[src/rtl/led_link_pkg.sv]
// LED serial link shared definitions.
// Word layout, default geometry and rx state encoding.
package led_link_pkg;

  localparam int WORD_W = 12;

  localparam int R_HI = 11;
  localparam int R_LO = 8;
  localparam int G_HI = 7;
  localparam int G_LO = 4;
  localparam int B_HI = 3;
  localparam int B_LO = 0;

  localparam int LANES_DEF = 8;
  localparam int WPF_DEF   = 8;
  localparam int GAP_DEF   = 16;

  typedef enum logic [1:0] {
    IDLE = 2'd0,
    RECV = 2'd1,
    OVR  = 2'd2
  } rx_state_t;

endpackage

[src/rtl/led_serial_rx_if.sv]
// LED serial receiver output bundle.
// master drives words and frame events, slave consumes.
interface led_serial_rx_if #(
  parameter int LANES           = 8,
  parameter int WORD_W          = 12,
  parameter int WORDS_PER_FRAME = 8
);

  localparam int IW =
    (WORDS_PER_FRAME > 1) ? $clog2(WORDS_PER_FRAME) : 1;

  logic                    word_valid;
  logic [LANES*WORD_W-1:0] word_data;
  logic [IW-1:0]           word_idx;
  logic                    frame_done;
  logic                    frame_err;
  logic                    busy;

  modport master (
    output word_valid,
    output word_data,
    output word_idx,
    output frame_done,
    output frame_err,
    output busy
  );

  modport slave (
    input word_valid,
    input word_data,
    input word_idx,
    input frame_done,
    input frame_err,
    input busy
  );

endinterface

[src/rtl/led_lane_sync.sv]
// Two-flop synchroniser for the link clock and data lanes.
// One instance keeps cko and sdo on identical delay.
module led_lane_sync #(
  parameter int N = 1
) (
  input  logic         clk,
  input  logic         rstn,
  input  logic [N-1:0] d,
  output logic [N-1:0] q
);

  logic [N-1:0] s1;

  // metastability chain, cleared by reset
  always_ff @(posedge clk) begin
    if (!rstn) begin
      s1 <= '0;
      q  <= '0;
    end else begin
      s1 <= d;
      q  <= s1;
    end
  end

endmodule

[src/rtl/led_serial_rx.sv]
// LED serial link receiver.
// Oversamples cko/sdo, deserialises words, checks framing.
module led_serial_rx #(
  parameter int LANES           = led_link_pkg::LANES_DEF,
  parameter int WORD_W          = led_link_pkg::WORD_W,
  parameter int WORDS_PER_FRAME = led_link_pkg::WPF_DEF,
  parameter int GAP_CYC         = led_link_pkg::GAP_DEF
) (
  input  logic             clk_fast,
  input  logic             rstn,
  input  logic             en,
  input  logic             cko_i,
  input  logic [LANES-1:0] sdo_i,
  led_serial_rx_if.master  rx
);

  import led_link_pkg::*;

  localparam int BW = $clog2(WORD_W);
  localparam int CW =
    (WORDS_PER_FRAME > 1) ? $clog2(WORDS_PER_FRAME) : 1;
  localparam int GW = $clog2(GAP_CYC + 1);

  localparam logic [BW-1:0] BIT_LAST  = BW'(WORD_W - 1);
  localparam logic [CW-1:0] WORD_LAST = CW'(WORDS_PER_FRAME - 1);
  localparam logic [GW-1:0] GAP_MAX   = GW'(GAP_CYC);
  localparam logic [GW-1:0] GAP_EXP   = GW'(GAP_CYC - 1);

  logic [LANES:0]   sync_q;
  logic             cko_s2;
  logic [LANES-1:0] sdo_s2;
  logic             cko_d;
  logic             rise;
  logic             qrise;

  rx_state_t state, state_n;

  logic [BW-1:0] bit_cnt, bit_cnt_n;
  logic [CW-1:0] word_cnt, word_cnt_n;
  logic [GW-1:0] gap_cnt, gap_cnt_n;
  logic          pend, pend_n;

  logic [LANES-1:0][WORD_W-1:0] shreg;
  logic [LANES-1:0][WORD_W-1:0] shreg_nx;

  logic shift_en;
  logic word_ld;
  logic fd_n;
  logic fe_n;

  logic                    wv_q;
  logic [LANES*WORD_W-1:0] wd_q;
  logic [CW-1:0]           wi_q;
  logic                    fd_q;
  logic                    fe_q;

  led_lane_sync #(
    .N (LANES + 1)
  ) u_sync (
    .clk  (clk_fast),
    .rstn (rstn),
    .d    ({cko_i, sdo_i}),
    .q    (sync_q)
  );

  assign cko_s2 = sync_q[LANES];
  assign sdo_s2 = sync_q[LANES-1:0];
  assign rise   = cko_s2 & ~cko_d;
  assign qrise  = rise & en;

  // delayed synchronised cko for rise detection
  always_ff @(posedge clk_fast) begin
    if (!rstn) cko_d <= 1'b0;
    else       cko_d <= cko_s2;
  end

  // every lane shifts at the LSB; first bit ends up as MSB
  always_comb begin
    shreg_nx = shreg;
    for (int k = 0; k < LANES; k++) begin
      shreg_nx[k] = {shreg[k][WORD_W-2:0], sdo_s2[k]};
    end
  end

  // idle time since the last accepted rise, saturating
  always_comb begin
    gap_cnt_n = gap_cnt;
    if (qrise)                  gap_cnt_n = '0;
    else if (gap_cnt != GAP_MAX) gap_cnt_n = gap_cnt + GW'(1);
  end

  // framing state machine, counters and event pulses
  always_comb begin
    state_n    = state;
    bit_cnt_n  = bit_cnt;
    word_cnt_n = word_cnt;
    pend_n     = pend;
    shift_en   = 1'b0;
    word_ld    = 1'b0;
    fd_n       = 1'b0;
    fe_n       = 1'b0;
    unique case (state)
      IDLE: begin
        if (qrise) begin
          if (gap_cnt == GAP_MAX) begin
            state_n   = RECV;
            shift_en  = 1'b1;
            bit_cnt_n = BW'(1);
          end else begin
            state_n = OVR;
            fe_n    = 1'b1;
          end
        end
      end
      RECV: begin
        if (pend) begin
          pend_n    = 1'b0;
          word_ld   = 1'b1;
          bit_cnt_n = '0;
          if (word_cnt == WORD_LAST) begin
            fd_n       = 1'b1;
            word_cnt_n = '0;
            state_n    = IDLE;
          end else begin
            word_cnt_n = word_cnt + CW'(1);
          end
        end else if (qrise) begin
          shift_en = 1'b1;
          if (bit_cnt == BIT_LAST) pend_n = 1'b1;
          else bit_cnt_n = bit_cnt + BW'(1);
        end else if (gap_cnt == GAP_EXP) begin
          fe_n       = 1'b1;
          bit_cnt_n  = '0;
          word_cnt_n = '0;
          state_n    = IDLE;
        end
      end
      OVR: begin
        if (gap_cnt == GAP_MAX) state_n = IDLE;
      end
      default: state_n = IDLE;
    endcase
  end

  // state, counters and registered outputs
  always_ff @(posedge clk_fast) begin
    if (!rstn) begin
      state    <= IDLE;
      bit_cnt  <= '0;
      word_cnt <= '0;
      gap_cnt  <= GAP_MAX;
      pend     <= 1'b0;
      shreg    <= '0;
      wv_q     <= 1'b0;
      wd_q     <= '0;
      wi_q     <= '0;
      fd_q     <= 1'b0;
      fe_q     <= 1'b0;
    end else begin
      state    <= state_n;
      bit_cnt  <= bit_cnt_n;
      word_cnt <= word_cnt_n;
      gap_cnt  <= gap_cnt_n;
      pend     <= pend_n;
      if (shift_en) shreg <= shreg_nx;
      wv_q <= word_ld;
      if (word_ld) begin
        wd_q <= shreg;
        wi_q <= word_cnt;
      end
      fd_q <= fd_n;
      fe_q <= fe_n;
    end
  end

  assign rx.word_valid = wv_q;
  assign rx.word_data  = wd_q;
  assign rx.word_idx   = wi_q;
  assign rx.frame_done = fd_q;
  assign rx.frame_err  = fe_q;
  assign rx.busy       = (state == RECV);

endmodule

[src/flat_wrapper.sv]
// flat-port wrapper written by rule: the top's interface ports become plain ports
module led_serial_rx_flat import led_link_pkg::*;
#(
  parameter int LANES           = led_link_pkg::LANES_DEF,
  parameter int WORD_W          = led_link_pkg::WORD_W,
  parameter int WORDS_PER_FRAME = led_link_pkg::WPF_DEF,
  parameter int GAP_CYC         = led_link_pkg::GAP_DEF
)
  (clk_fast, rstn, en, cko_i, sdo_i, rx_word_valid, rx_word_data, rx_word_idx, rx_frame_done, rx_frame_err, rx_busy);
  led_serial_rx_if #(.LANES(LANES), .WORD_W(WORD_W), .WORDS_PER_FRAME(WORDS_PER_FRAME)) rx_i ();
  input  logic clk_fast;
  input  logic rstn;
  input  logic en;
  input  logic cko_i;
  input  logic [LANES-1:0] sdo_i;
  output wire logic [$bits(rx_i.word_valid)-1:0] rx_word_valid;
  output wire logic [$bits(rx_i.word_data)-1:0] rx_word_data;
  output wire logic [$bits(rx_i.word_idx)-1:0] rx_word_idx;
  output wire logic [$bits(rx_i.frame_done)-1:0] rx_frame_done;
  output wire logic [$bits(rx_i.frame_err)-1:0] rx_frame_err;
  output wire logic [$bits(rx_i.busy)-1:0] rx_busy;
  assign rx_word_valid = rx_i.word_valid;
  assign rx_word_data = rx_i.word_data;
  assign rx_word_idx = rx_i.word_idx;
  assign rx_frame_done = rx_i.frame_done;
  assign rx_frame_err = rx_i.frame_err;
  assign rx_busy = rx_i.busy;
  led_serial_rx #(.LANES(LANES), .WORD_W(WORD_W), .WORDS_PER_FRAME(WORDS_PER_FRAME), .GAP_CYC(GAP_CYC)) u_core (.clk_fast(clk_fast), .rstn(rstn), .en(en), .cko_i(cko_i), .sdo_i(sdo_i), .rx(rx_i));
endmodule
[config.mk]
export PLATFORM = sky130hd
export DESIGN_NAME = led_serial_rx_flat
export DESIGN_NICKNAME = d
export VERILOG_FILES = /design/src/rtl/led_link_pkg.sv /design/src/rtl/led_serial_rx_if.sv /design/src/rtl/led_lane_sync.sv /design/src/rtl/led_serial_rx.sv /design/src/flat_wrapper.sv
export SDC_FILE = /design/constraint.sdc
export NUM_CORES = 1
export LEC_CHECK = 0
export ABC_CLOCK_PERIOD_IN_PS = 1910
export CAP_MARGIN = 20
export CORE_UTILIZATION = 30
export DETAILED_ROUTE_END_ITERATION = 7
export GPL_TIMING_DRIVEN = 0
export PLACE_DENSITY = 0.49
export SYNTH_ARGS = -nofsm -noshare
export SYNTH_HDL_FRONTEND = slang
export SYNTH_HIERARCHICAL = 1
export SYNTH_SLANG_ARGS = --single-unit
export TNS_END_PERCENT = 50
[constraint.sdc]
create_clock -name clk_fast -period 1.91 [get_ports clk_fast]
set_input_delay 0.191 -clock clk_fast [delete_from_list [all_inputs] [get_ports clk_fast]]
set_output_delay 0.191 -clock clk_fast [all_outputs]
set_load 0.01 [all_outputs]
==> summary.md, run 1 <==
| Metric | Value |
|---|---|
| Outcome | completed |
| Top_reg_cell synth | dfxtp_1 |
| Final setup violation count | 0 |
| Hold/Removal Path Class | input pin to register |
| Clock share of power | 0.444 |
| Area leader, netlist | dfxtp_1 |
| Final period utilization | 0.965 |
| Drt drc | 0 |
| Yosys warnings | 6 |
| Switching power | 2730 uW |
| Number of synthesized flops with an enable pin | 0 |
| Post-CTS Hold Fix Bufs | 0 |
| DIE AREA | 0.0290 mm2 |
| CTS Buf Count | 26 |
| H-tree depth | 1 |
| Via Count | 7394 |
| Internal | 8160 uW |
| Vias in the first global route | 6814 |
| DR WL/cell | 15.0 um |
| I/O pin count | 115 |
| Routed wire length | 23200 um |
| Final Max Slew Viols | 0 |
| Non-filler cells in the finished layout | 1553 |
| Largest family of logic cells by synthesized area | simple AND/OR/NAND/NOR gates |
| Worst-path clk slew | 60 ps |
| Inst Count DP | 1505 |
| First-pass GRT wire length | 36900 um |
| FMAX | 0.542 GHz |
| Skew-Pair Late Insertion Delay | 520 ps |
| Largest net degree at the start of global routing | 13 |
| Register share of total power | 0.450 |
| DR iter-0 viols | 626 |
| Synth Area in Compound Gates | 0.189 |
| Die X | 170 um |
| Max Cap Viol | 0 |
| CTS tree | built |
| Cell Pwr Density | 987 mW/mm2 |
| Setup tns final | 0 ps |
| Worst clock skew | 13.5 ps |
| Synth unique cells | 43 |
| Mux contribution to synthesized area | 0.00649 |
| Crit path DAT | 2220 ps |
| Area share of the largest cell type after synthesis | 0.547 |
| Unrepaired setup endpoints after global routing | true |
| Routability cong. | 0.751 |
| Synth-to-layout area growth | 30.0% |
| Peak supply drop | 0.544 mV |
| CP max stage cell | dfxtp_2 |
| M1 GR Usage | 0.229 |
| Layout cells sized above 1 | 0.105 |
| Xor and xnor fraction of the mapped netlist area | 0.00206 |
| Most instantiated cells after synthesis | dfxtp_1, nand2_1, a21oi_1, nand3_1, o21ai_0 |
| Combinational share of power | 0.107 |
| Std cell rows | 61 |
| Post-synthesis instance area | 0.00849 mm2 |
| Sequential-to-total area share from yosys stat | 0.547 |
| Clock buffer depth | 3 |
| Endpoint class of the critical path | register |
| R2r setup slk | 70 ps |
| Critical Path Fanout Max | 10 |
| Initial Utilization | 0.305 |
| Crit Path Category | register to register |
| Antenna fix cells | 0 |
| Leak Pwr | 0.00365 uW |
| Net Sw Frac | 0.251 |
| Critical Path RT | 2280 ps |
| Synthesis-stage register bit count | 232 |
| Synth Area per Inst | 8.38 um2 |
| Slew Limit Headroom | 0.592 |
| Tot GR Track Use | 0.160 |
| Root Driver | clkbuf_16 |
| Count leader, synth | dfxtp_1 |
| Asr flop ratio synth | 0 |
| Cell breakdown of the critical path | inv_1 > ha_2 > and4bb_4 > mux2i_4 > buf_12 > buf_6 > buf_4 > o21ai_0 > a21oi_1 |
| M2 GR Usage | 0.247 |
| Clk sinks | 232 |
| Die Y | 170 um |
| Dominant cells by area after synthesis | dfxtp_1, a21oi_1, nand2_1 |
| Synthesized-area fraction occupied by adder cells | 0.00885 |
| # port buffers | 114 |
| Antenna-violating nets left | 0 |
| Final Hold Viols | 0 |
| Actual slew at the worst max-slew pin | 609 ps |
| GR Overflow Total | 0 |
| Initial antenna violation count | 0 |
| Via density | 4.76 |
| Syn_nets | 1031 |
| Critical Path Source Type | register |
| CP peak stage delay | 330 ps |
| Fin nets | 1175 |
| Gate Count Post-Synth | 1013 |
| Simple-Gate Fraction of Synth Area | 0.195 |
| Final min period | 1840 ps |
| GR Layer Usage met3 | 0.0267 |
| Drt first pass iters | 5 |
| Post-DP HPWL | 15900 um |
| Total core area | 0.0278 mm2 |
| Hold WS | 271 ps |
| Gr busiest metal | met2 |
cells in the final DEF, fill, tap and decap left out, drive strengths merged, types with 3 or more instances in the layout:
cell,synthesis,final
nand2,209,209
buf,32,32
clkdlybuf4s50,0,113
nand3,101,101
a22oi,3,3
a21oi,203,203
nand3b,3,3
nor3,5,5
ha,6,6
dfxtp,232,232
clkinv,0,5
inv,7,7
mux2i,3,3
o21ai,97,97
clkbuf,57,98
and2,20,20
nor2,15,15
final cells by class:
type                            count  area [um2]
Fill cell                        2896       16800
Multi-Input combinational cell    685        3420
Clock inverter                      7        66.3
Buffer                             89         445
Sequential cell                   232        4650
Inverter                            7        26.3
Clock buffer                       39         771
Timing Repair Buffer              116        1180
Tap cell                          378         473
power by group through the flow:
stage,Clock (uW),Sequential [uW],Combinational [uW]
floorplan,0,4990,674
global placement,0,5000,1010
detailed placement,0,5000,1010
CTS,4970,4890,1070
global route,5160,4900,1260
finish,4830,4900,1160
kinds of logic after synthesis:
| group | after synthesis |
|---|---|
| AND/OR/NAND/NOR | 363 |
| buffers and inverters | 96 |
| multiplexers | 3 |
| XOR/XNOR | 2 |
| AO/OA/AOI/OAI | 311 |
| flip-flops | 232 |
| adder cells (fa/ha/maj) | 6 |
path summary, 6_finish.rpt:
kind                  startpoint                  end  depth (start not counted)
min reg2reg  u_core/u_sync/s1[4]   u_core/u_sync/q[4]                          1
max reg2reg    u_core/gap_cnt[0]     u_core/shreg[10]                          9
min                        cko_i  u_core/u_sync/s1[8]                          2
max            u_core/gap_cnt[0]     u_core/shreg[10]                          9
worst max-delay path, delay by kind of cell (launching register included):
kind,cells,cell delay [ps]
compound gates,2,240
fa+ha+maj,1,210
mux,1,90
simple gates,1,300
flops,1,330
buf+inv,4,530
metal layers:
| layer | share of wire | vias to the layer above |
|---|---|---|
| li1 | - | 3734 |
| met1 | 0.49 | 3460 |
| met2 | 0.44 | 174 |
| met3 | 0.050 | 26 |
| met4 | 0.018 | 0 |
| met5 | 0 | - |
sequential cells by signal (all words and copies together) (netlist names), 2 cells and up:
| register | cells |
|---|---|
| u_core/rx.word_data | 96 |
| u_core/shreg | 96 |
| u_core/u_sync/q | 9 |
| u_core/u_sync/s1 | 9 |
| u_core/gap_cnt | 5 |
| u_core/bit_cnt | 4 |
| u_core/rx.word_idx | 3 |
| u_core/word_cnt | 3 |
| u_core/state | 2 |
per-stage QoR:
stage	instance area (um2)	power [uW]	utilization	worst slack, ps
after floorplan	8490	5670	-	292
after global placement	10100	6010	0.364	-630
after detailed placement	10100	6010	0.364	-643
after CTS	11000	10900	0.395	0.721
after global routing	11000	11300	0.397	-29.0
final	11000	10900	0.397	66.4
timing repair:
| action | CTS | global route |
|---|---|---|
| endpoints found under the setup margin | 161 | 145 |
| cloned | 0 | 0 |
| buffers inserted | 1 | 1 |
| pin swaps | 0 | 1 |
| resized for setup | 10 | 42 |
| endpoints found under the hold margin | 0 | 0 |
Power figures use the tool's default switching activity.
==> run 2, diff against run 1 <==
CORE_ASPECT_RATIO = 1.2   (was not set)
==> run 2 against run 1 <==
Effect of this change:
- die area about the same
- maximum frequency increased by 1.5%
- combinational power increased by 4%
- highest routed layer unchanged
- clock skew shrank 3.2 ps
- sequential share of layout area is 0.24 points higher
- wire length rose by 2.3%
- worst setup slack improved by 27 ps
- register-to-register slack improved by 30 ps
- largest cell class unchanged
- critical endpoint unchanged
- clock power fell by 9.7%
- final area is 0.57% lower
==> summary.md, run 2 (synthesis gave the netlist of run 1 again) <==
| Metric | Value |
|---|---|
| Outcome | completed |
| Placed cell area | 0.0101 mm2 (about the same) |
| Final min period | 1820 ps (-26.7 ps) |
| Worst-path clk slew | 60 ps (about the same) |
| Combinational share of power | 0.115 (+0.008) |
| Final period utilization | 0.951 (-0.0140) |
| Post-CTS Hold Fix Bufs | 0 (unchanged) |
| Power Total | 10500 uW (-3.9%) |
| H-tree depth | 1 (unchanged) |
| Cell Pwr Density | 954 mW/mm2 (-3.3%) |
| I/O pin count | 115 (unchanged) |
| Largest net degree at the start of global routing | 14 (+1) |
| Drt drc | 0 (unchanged) |
| Root Driver | clkbuf_16 |
| Fin nets | 1181 (+0.51%) |
| Switching power | 2660 uW (-2.6%) |
| CTS Buf Count | 24 (-7.7%) |
| Commonest non-fill, non-tap cells in the layout | dfxtp_1, nand2_1, a21oi_1, clkdlybuf4s50_1, nand3_1 |
| Post-DP HPWL | 16400 um (+3.1%) |
| DR WL/cell | 15.3 um (+2.1%) |
| Die X | 156 um (-8.6%) |
| Drt first pass iters | 5 (unchanged) |
| Peak supply drop | 0.436 mV (-20%) |
| Internal | 7800 uW (-4.3%) |
| Antenna-violating nets left | 0 (unchanged) |
| Clock share of power | 0.417 (-0.027) |
| CTS tree | built |
| GR Overflow Total | 0 (unchanged) |
| Register share of total power | 0.468 (+0.018) |
| Tot GR Track Use | 0.165 (+0.00499) |
| Die Y | 186 um (+9.4%) |
| Via density | 4.81 (+1.1%) |
| Layout cells sized above 1 | 0.105 (+0.000672) |
| Crit Path Category | register to register |
| Initial antenna violation count | 0 (unchanged) |
| Std cell rows | 67 (+9.8%) |
| Synth-to-layout area growth | 29.3% |
| Clock buffer depth | 3 (unchanged) |
| Clk sinks | 232 (unchanged) |
| Most common cell after layout, fill and taps aside | dfxtp_1 |
| Crit path DAT | 2180 ps (-40 ps) |
| Endpoint class of the critical path | register |
| Critical Path Source Type | register |
| FMAX | 0.550 GHz (+1.5%) |
| DR iter-0 viols | 519 (-17%) |
| Vias in the first global route | 7239 (+6.2%) |
| Net Sw Frac | 0.254 (+0.00341) |
| Finished layout cell area | 0.0110 mm2 (-0.57%) |
| Max Cap Viol | 0 (unchanged) |
| Routability cong. | 0.766 (+2.0%) |
| Final setup violation count | 0 (unchanged) |
| Worst clock skew | 10.2 ps (-3.23 ps) |
| Total core area | 0.0278 mm2 (+0.18%) |
| DIE AREA | 0.0290 mm2 (about the same) |
| Antenna fix cells | 0 (unchanged) |
| Fillcell total | 2908 (+0.41%) |
| Critical Path RT | 2270 ps (about the same) |
| Leak Pwr | 0.00365 uW (-0.12%) |
| Hold/Removal Path Class | input pin to register |
| Final Hold Viols | 0 (unchanged) |
| Critical Path Fanout Max | 10 (unchanged) |
| Slew Limit Headroom | 0.529 (-0.0638) |
| Via Count | 7489 (+1.3%) |
| # port buffers | 114 (unchanged) |
| Actual slew at the worst max-slew pin | 706 ps (+96.5 ps) |
| Final Max Slew Viols | 0 (unchanged) |
| Initial Utilization | 0.305 (-0.000549) |
| First-pass GRT wire length | 38200 um (+3.5%) |
| Routed wire length | 23800 um (+2.3%) |
| Skew-Pair Late Insertion Delay | 510 ps (about the same) |
run 2: cell types whose count changed in the layout (fill, tap and decap cells not counted), sizes merged:
cell           delta
bufinv            -1
dlymetal6s2s      +1
clkinv            +1
dlygate4sd2       +1
buf               +4
clkbuf            -1
clkdlybuf4s50     -1
clkinvlp          -1
clkdlybuf4s15     -1
run 2: critical path, stage by stage, from the launching register on:
cell,delay [ps]
dfxtp_2,330
inv_1,110
ha_4,160
and4bb_4,270
mux2i_4,70
buf_4,150
buf_6,140
clkbuf_4,180
o21ai_0,160
a21oi_1,90
run 2: stage by stage:
stage	worst slack [ps]	hold WS, ps	setup TNS, ps	utilization	instances
floorplan	292	327	0	-	1013
global placement	-851	416	-134820	0.363	1506
detailed placement	-838	421	-133720	0.363	1506
CTS	0.0158	261	0	0.390	1548
global route	-12.5	281	-12.5	0.394	1556
finish	93.1	279	0	0.394	1556
run 2: worst paths after layout:
kind / start / end / slack, ps / cells after the start
setup / recovery: u_core/gap_cnt[0] / u_core/shreg[10] / 90 / 9
hold / removal: sdo_i[5] / u_core/u_sync/s1[5] / 280 / 2
setup reg to reg: u_core/gap_cnt[0] / u_core/shreg[10] / 90 / 9
hold reg to reg: u_core/u_sync/s1[5] / u_core/u_sync/q[5] / 430 / 1
run 2: per-layer routing:
metal  part of all wire  routed length [um]  GRT usage  vias to the layer above
met5                  0                   0          0                        -
met4              0.026                 620     0.0553                        0
met3              0.052                1230     0.0248                       45
met2               0.47               11100      0.272                      203
met1               0.46               10800      0.220                     3485
li1                   -                   -          -                     3756
run 2: what timing repair did:
action / CTS / global route
cloned: 0 / 1
setup endpoints to repair: 194 / 179
buffers inserted: 2 / 8
resized for setup: 6 / 51
pin swaps: 0 / 1
run 2: final cells by class:
| type | instances | area (um2) | area share |
|---|---|---|---|
| Clock buffer | 34 | 699 | 0.0638 |
| Multi-Input combinational cell | 685 | 3430 | 0.312 |
| Buffer | 88 | 442 | 0.0403 |
| Timing Repair Buffer | 125 | 1220 | 0.111 |
| Sequential cell | 232 | 4650 | 0.424 |
| Clock inverter | 6 | 30.0 | 0.00274 |
| Tap cell | 379 | 474 | 0.0432 |
| Inverter | 7 | 26.3 | 0.00240 |
run 2: power groups by stage:
stage | logic, uW | registers, uW | clock network (uW)
floorplan | 674 | 4990 | 0
global placement | 1010 | 5000 | 0
detailed placement | 1010 | 5000 | 0
CTS | 1050 | 4890 | 4490
global route | 1300 | 4900 | 4700
finish | 1210 | 4900 | 4360
==> run 3, diff against run 2 <==
CORE_ASPECT_RATIO = not set   (was 1.2)
SLEW_MARGIN = 5   (was not set)
==> results of run 3 <==
No change in the layout: final DEF, timing and power equal those of run 1.
